[src/rtl/event_state_tracker_if.sv]
// Event/status bundle between front-panel event sources, display/buzzer consumer and the tracker.
// master drives events, enables and ack; slave (the tracker) returns the resolved state.
interface event_state_tracker_if #(
  parameter int N_EVT  = 5,
  parameter int CODE_W = 3
);
  logic [N_EVT-1:0]  evt_in;
  logic [N_EVT-1:0]  evt_en;
  logic              ack;
  logic [CODE_W-1:0] state;
  logic              state_valid;
  logic              state_chg;
  logic [N_EVT-1:0]  pending;
  logic              hold_busy;

  modport master (
    output evt_in, evt_en, ack,
    input  state, state_valid, state_chg, pending, hold_busy
  );

  modport slave (
    input  evt_in, evt_en, ack,
    output state, state_valid, state_chg, pending, hold_busy
  );
endinterface

[src/rtl/event_state_tracker.sv]
// Sticky rising-edge capture on N event lines, resolved by fixed priority into a registered state code.
// Latency: rise -> pending after 1 edge, -> state after 2; ack is ignored while the hold window runs.
module event_state_tracker #(
  parameter int N_EVT    = 5,
  parameter int CODE_W   = 3,
  parameter int HOLD_CYC = 4
) (
  input logic                 clk,
  input logic                 rst,
  event_state_tracker_if.slave bus
);

  localparam int HOLD_W = (HOLD_CYC < 1) ? 1 : $clog2(HOLD_CYC + 1);
  localparam logic [HOLD_W-1:0] HOLD_INIT = HOLD_W'(HOLD_CYC);

  logic [N_EVT-1:0]  evt_prev;
  logic [N_EVT-1:0]  pending_q;
  logic [N_EVT-1:0]  rise;
  logic [N_EVT-1:0]  pend_clr;
  logic [N_EVT-1:0]  pending_d;
  logic [CODE_W-1:0] state_q;
  logic [CODE_W-1:0] cand;
  logic              cand_vld;
  logic              state_valid_q;
  logic              state_chg_q;
  logic              load;
  logic              drop;
  logic              hold_zero;
  logic [HOLD_W-1:0] hold_cnt;

  assign rise      = bus.evt_in & ~evt_prev & bus.evt_en;
  assign hold_zero = (hold_cnt == '0);

  // Lowest index wins; only registered pending feeds the candidate.
  always_comb begin
    cand     = '0;
    cand_vld = 1'b0;
    for (int i = N_EVT - 1; i >= 0; i--) begin
      if (pending_q[i]) begin
        cand     = CODE_W'(i);
        cand_vld = 1'b1;
      end
    end
  end

  assign load = cand_vld && (!state_valid_q || (cand < state_q) || hold_zero);
  assign drop = !load && bus.ack && hold_zero;

  always_comb begin
    pend_clr = '0;
    for (int i = 0; i < N_EVT; i++) begin
      pend_clr[i] = load && (cand == CODE_W'(i));
    end
  end

  // Clearing beats a same-cycle rise only for the loaded or masked channel.
  assign pending_d = (pending_q | rise) & bus.evt_en & ~pend_clr;

  always_ff @(posedge clk or posedge rst) begin
    if (rst) begin
      evt_prev      <= '0;
      pending_q     <= '0;
      state_q       <= '0;
      state_valid_q <= 1'b0;
      state_chg_q   <= 1'b0;
      hold_cnt      <= '0;
    end else begin
      evt_prev    <= bus.evt_in;
      pending_q   <= pending_d;
      state_chg_q <= load;
      if (load) begin
        state_q       <= cand;
        state_valid_q <= 1'b1;
        hold_cnt      <= HOLD_INIT;
      end else begin
        if (drop) begin
          state_valid_q <= 1'b0;
        end
        if (!hold_zero) begin
          hold_cnt <= hold_cnt - 1'b1;
        end
      end
    end
  end

  assign bus.state       = state_q;
  assign bus.state_valid = state_valid_q;
  assign bus.state_chg   = state_chg_q;
  assign bus.pending     = pending_q;
  assign bus.hold_busy   = !hold_zero;

endmodule

[src/flat_wrapper.sv]
// flat-port wrapper written by rule: the top's interface ports become plain ports
module event_state_tracker_flat 
#(
  parameter int N_EVT    = 5,
  parameter int CODE_W   = 3,
  parameter int HOLD_CYC = 4
)
  (clk, rst, bus_evt_in, bus_evt_en, bus_ack, bus_state, bus_state_valid, bus_state_chg, bus_pending, bus_hold_busy);
  event_state_tracker_if #(.N_EVT(N_EVT), .CODE_W(CODE_W)) bus_i ();
  input logic clk;
  input logic rst;
  input wire logic [$bits(bus_i.evt_in)-1:0] bus_evt_in;
  input wire logic [$bits(bus_i.evt_en)-1:0] bus_evt_en;
  input wire logic [$bits(bus_i.ack)-1:0] bus_ack;
  output wire logic [$bits(bus_i.state)-1:0] bus_state;
  output wire logic [$bits(bus_i.state_valid)-1:0] bus_state_valid;
  output wire logic [$bits(bus_i.state_chg)-1:0] bus_state_chg;
  output wire logic [$bits(bus_i.pending)-1:0] bus_pending;
  output wire logic [$bits(bus_i.hold_busy)-1:0] bus_hold_busy;
  assign bus_i.evt_in = bus_evt_in;
  assign bus_i.evt_en = bus_evt_en;
  assign bus_i.ack = bus_ack;
  assign bus_state = bus_i.state;
  assign bus_state_valid = bus_i.state_valid;
  assign bus_state_chg = bus_i.state_chg;
  assign bus_pending = bus_i.pending;
  assign bus_hold_busy = bus_i.hold_busy;
  event_state_tracker #(.N_EVT(N_EVT), .CODE_W(CODE_W), .HOLD_CYC(HOLD_CYC)) u_core (.clk(clk), .rst(rst), .bus(bus_i));
endmodule
[config.mk]
export PLATFORM = sky130hd
export DESIGN_NAME = event_state_tracker_flat
export DESIGN_NICKNAME = d
export VERILOG_FILES = /design/src/rtl/event_state_tracker_if.sv /design/src/rtl/event_state_tracker.sv /design/src/flat_wrapper.sv
export SDC_FILE = /design/constraint.sdc
export NUM_CORES = 1
export LEC_CHECK = 0
export ABC_AREA = 1
export CAP_MARGIN = 20
export CORE_ASPECT_RATIO = 1.2
export CORE_MARGIN = 2
export CORE_UTILIZATION = 49
export DETAILED_ROUTE_END_ITERATION = 8
export HOLD_SLACK_MARGIN = 0.02
export PLACE_DENSITY = 0.81
export SLEW_MARGIN = 5
export SYNTH_ARGS = -nofsm -noshare
export SYNTH_HDL_FRONTEND = slang
export SYNTH_SLANG_ARGS = --single-unit
[constraint.sdc]
create_clock -name clk -period 3.5 [get_ports clk]
set_clock_uncertainty 0.15 [all_clocks]
set_input_delay 0.875 -clock clk [delete_from_list [all_inputs] [get_ports clk]]
set_output_delay 0.875 -clock clk [all_outputs]
set_load 0.01 [all_outputs]
# [Word-level counts from Yosys, hierarchy flattened]
# Cells that the tools add are included.
[totals] reg_bits=18 out_inout_bits=11
[op_classes] n_addsub=1 order_cmp=1 eq_ne=5 muxes=14 bitwise_logic=7 n_reduce_logical=16
[ops] operator="3-bit 2-to-1 mux" n=7
[ops] operator="5-bit bitwise AND" n=4
[ops] operator="5-bit NOT" n=2
[ops] operator="1-bit logical AND" n=8
[ops] operator="1-bit 2-to-1 mux" n=7
[ops] operator="3-bit by 2-bit equality test with 1-bit output (second input constant)" n=2
[ops] operator="3-bit logical NOT" n=2
[ops] operator="5-bit OR" n=1
[ops] operator="3-bit by 1-bit equality test with 1-bit output (second input constant)" n=1
[ops] operator="3-bit equality test (second input constant)" n=1
[ops] operator="1-bit logical NOT" n=3
[ops] operator="3-bit less-than comparator" n=1
[ops] operator="3-bit by 1-bit subtractor with 3-bit output (second input constant)" n=1
[ops] operator="1-bit logical OR" n=2
[ops] operator="2-bit by 1-bit != test with 1-bit output (second input constant)" n=1
[ops] operator="2-bit nonzero test" n=1

# [Logic depth before layout (Yosys ltp)]
[logic_depth] word_depth=14 ltp_mapped=12

# [Worst setup path before layout]
# Ideal clock, no wire load.
[synth_path] path_type="flip-flop to flip-flop" start="register u_core.pending_q[0], in the netlist u_core.bus.pending[0]" end="register u_core.hold_cnt[0]" arrival_ns=1.601 setup_slack_ns=1.629 stages_incl_launch_ff=11 path_buffers=0 synth_period_minus_slack_ns=1.871 cell_sequence="dfrtp_1 -> nor2_1 -> inv_1 -> nor4_2 -> ha_1 -> a21oi_1 -> nand2_2 -> nand2_4 -> nand2_4 -> inv_2 -> nor2_2"
[synth_via] elab_chain_cells=6 word_cells_on_any_way=8
[synth_lines] element="start, declared" line_no="event_state_tracker.sv:17" source="logic [N_EVT-1:0] pending_q;"
[synth_lines] element="start signal, assigned" line_no="event_state_tracker.sv:69" source="pending_q <= pending_d;"
[synth_lines] element="3-bit 2-to-1 mux *" line_no="event_state_tracker.sv:39" source="if (pending_q[i]) begin"
[synth_lines] element="via u_core.cand[2]" line_no="event_state_tracker.sv:22" source="logic [CODE_W-1:0] cand;"
[synth_lines] element="3-bit less-than comparator *" line_no="event_state_tracker.sv:46" source="assign load = cand_vld && (!state_valid_q || (cand < state_q) || hold_zero);"
[synth_lines] element="1-bit logical OR * (2 in series)" line_no="event_state_tracker.sv:46"
[synth_lines] element="1-bit logical AND *" line_no="event_state_tracker.sv:46"
[synth_lines] element="via u_core.load" line_no="event_state_tracker.sv:26" source="logic load;"
[synth_lines] element="2-bit by 1-bit != test with 1-bit output (no source line) or 3-bit 2-to-1 mux (tied branches)"
[synth_lines] element="end signal, assigned" line_no="event_state_tracker.sv:80" source="hold_cnt <= hold_cnt - 1'b1;"
[synth_lines] element="end, declared" line_no="event_state_tracker.sv:29" source="logic [HOLD_W-1:0] hold_cnt;"
# Mark *: on every way through the listed nets, which the timed path passes. The rest lies on a longest branch.
# A chain may end at the register's enable or synchronous reset.

# [Final worst setup path]
[layout_path] start="register u_core.hold_cnt[0]" end="output port bus_hold_busy"
[layout_via] elab_chain_cells=2
[layout_lines] element="3-bit logical NOT" line_no="event_state_tracker.sv:32" source="assign hold_zero = (hold_cnt == '0);"
[layout_lines] element="1-bit logical NOT"
[layout_lines] element="end, declared" line_no="flat_wrapper.sv:19" source="output wire logic [$bits(bus_i.hold_busy)-1:0] bus_hold_busy;"
# No other way between the ends.

==> impl_metrics.yaml <==
run_status:
  status: "finished, final reports clean"
global_routing:
  grt_max_degree: 19
  gr-total-overflow: 0
  met2_usage_pct: 30.6
  gr-max-usage-layer: "met2"
  grt_pass1_vias: 733
  grtUsageMet3_pct: 2.16
  use_met1_pct: 21.4
  grt_pass1_wl_um: 2880
  grt.total_usage_pct: 17.6
  antenna_found_initial: 0
synth:
  ys.flop_type: "dfrtp_1"
  ys_seq_elements: 18
  synthesis.area_um2: 878
  syn_inst: 101
  synth_warnings: 0
  synth_area_leaders: "dfrtp_1 (51%), nand2_1 (9.0%), inv_1 (8.1%)"
  postSynth.asyncResetShare_pct: 100
  syn_avg_cell_area_um2: 8.70
  yosysMostFrequentCell: "nand2_1"
  yosys.area.top_type: "dfrtp_1"
  ys_seq_area_share_pct: 51.3
  yosysTopAreaCellShare_pct: 51.3
  synth.top_cells.by_count: "nand2_1 (21), inv_1 (19), dfrtp_1 (18)"
  synth_edf_count: 0
  ys_types: 19
  syn-num-nets: 118
setup_path:
  worstPathRequired_ns: 2.47
  startpoint_type: "register"
  worstPathCellList: "inv_1 -> ha_1 -> nand2_2 -> clkdlybuf4s50_1"
  path_class: "register to output port"
  cp.arrival_ns: 1.54
  worst-path-max-fanout: 3
  slowest_stage: "clkdlybuf4s50_1"
  critPathMaxStageDelay_ns: 0.53
  cp-end-kind: "output port"
placement:
  portBuffers: 23
  finalWeightedCongestion: 0.861
  dpl-instance-area_um2: 1130
  hpwl_um: 1230
finish:
  synthToLayoutAreaGrowth_pct: 32.9
  final_layout_size_suffix_gt1_share_pct: 15.6
  fin_area_um2: 1170
  nNetsFinal: 146
  diodes: 0
timing:
  clock.fmax_mhz: 390
  final_hold_viol_count: 0
  slew_headroom_pct: 55.6
  post-route-min-period_ns: 2.56
  timing.setup.tns_ns: 0
  rsz0062_at_grt: "false"
  whs_ns: 0.355
  maxSlewViolCount: 0
  setup_viol: 0
  finalCritPeriodShare_pct: 73.2
  worst_slew_pin_slew_ns: 0.666
detailed_routing:
  avgViaCountPerCell: 4.69
  drc: 0
  antenna_left: 0
  vias: 685
  wl_per_cell_um: 10.7
  drtIter0Drc: 6
  routed_wirelength_um: 1560
  first_pass_iters: 4
floorplan:
  fp-row-count: 16
  die_area_um2: 2150
  start_util_pct: 52.9
  coreArea_um2: 1660
  chipWidth_um: 42.7
  io_pins: 24
  die_y_um: 50.4
power_and_ir_drop:
  p_comb_share_pct: 48.0
  net-switching-power_uw: 308
  power.share.clock_pct: 15.7
  seqPwrFrac_pct: 36.3
  power.internal_uw: 490
  switching_share_pct: 38.6
  power_density_nw_per_um2: 684
  power_leakage_uw: 0.000615
  ir_drop_mv: 0.291
cts:
  clk_latency_ns: 0.29
  htreeDepth: 1
  numClockSinks: 18
  cts_buffers: 3
  cts_setup_buffers: 0
  cts_tree: "done"
  cts_root_buf: "clkbuf_4"
  postCtsHoldBufs: 0
  cts.clk_slew.worst_paths_ns: 0.10
  post_cts_resized: 0
  max-clock-path-buffers: 2
hold_path:
  hold_path_class: "register to register"
job:
  maxCapViolCount: 0
[power by group through the flow]
| stage | registers, µW | clock network (µW) | logic (µW) |
|---|---|---|---|
| floorplan | 303 | 0 | 249 |
| global placement | 292 | 0 | 376 |
| detailed placement | 295 | 0 | 389 |
| CTS | 291 | 130 | 391 |
| global route | 297 | 136 | 440 |
| finish | 290 | 125 | 383 |
[layer usage]
metal / share of wire, % / up-vias
li1: - / 357
met5: 0 / -
met4: 1.6 / 0
met2: 51 / 23
met1: 44 / 301
met3: 4.0 / 4
[area by class of cell]
cell class                 count  area [µm²]
fill                         143         494
sequential                    18         450
multi-input combinational     59         338
timing repair buffer          23         230
inverter                      24        90.1
clock buffer                   4        36.3
tap                           18        22.5
[cell families (layout without fill, tap and decap cells)]
| kind of cell | after synthesis | after routing | synth area share (%) |
|---|---|---|---|
| flops | 18 | 18 | 51.3 |
| simple gates | 43 | 43 | 24.5 |
| fa+ha+maj | 4 | 4 | 5.70 |
| compound gates | 10 | 10 | 6.27 |
| buf+inv | 24 | 51 | 10.3 |
| xor+xnor | 2 | 2 | 1.99 |
[critical path: cells and delay by family, from the launching register on]
family / cells / cell delay (ns)
buffers and inverters: 2 / 0.60
DFF: 1 / 0.34
adders and majority gates: 1 / 0.20
and+or+nand+nor: 1 / 0.09
[cells in the final DEF (no fill, tap or decap), types with 2 or more instances in the layout]
master,count
nor2_2,4
o21ai_0,3
nand2_1,21
nand2_2,3
nor2_1,6
nand3_1,5
clkdlybuf4s50_1,23
clkbuf_4,3
dfrtp_1,18
nand2_4,2
inv_1,19
a21oi_1,4
inv_2,5
ha_1,4
[through the flow]
step                setup WS (ns)  util (%)  std cells  total power (µW)
floorplan                    1.63         -        101               552
global placement             1.29      68.1        142               667
detailed placement           1.26      68.1        142               684
CTS                         0.923      70.3        146               812
global route                0.859      70.3        146               874
finish                      0.938      70.3        146               798
[sequential cells by signal, indices dropped and copies added, names as in the netlist]
register,flops
u_core.bus.pending,5
u_core.hold_cnt,3
u_core.bus.state_chg,1
u_core.evt_prev,5
u_core.bus.state_valid,1
u_core.bus.state,3
[worst paths after layout]
kind,end,cells after the start,startpoint,slack [ns]
max in group asynchronous,u_core.bus.state[0]$_DFFE_PP0P_,2,rst,1.95
worst min-delay path,u_core.bus.state[2]$_DFFE_PP0P_,2,u_core.bus.state[2]$_DFFE_PP0P_,0.36
worst min register to register,u_core.bus.state[2]$_DFFE_PP0P_,2,u_core.bus.state[2]$_DFFE_PP0P_,0.36
min in group asynchronous,u_core.bus.state_chg$_DFF_PP0_,2,rst,0.82
worst max register to register,u_core.hold_cnt[0]$_DFFE_PP0P_,10,u_core.bus.pending[1]$_DFF_PP0_,1.45
worst max-delay path,bus_hold_busy,4,u_core.hold_cnt[0]$_DFFE_PP0P_,0.94
No activity file was read; power rests on OpenSTA's default activity.
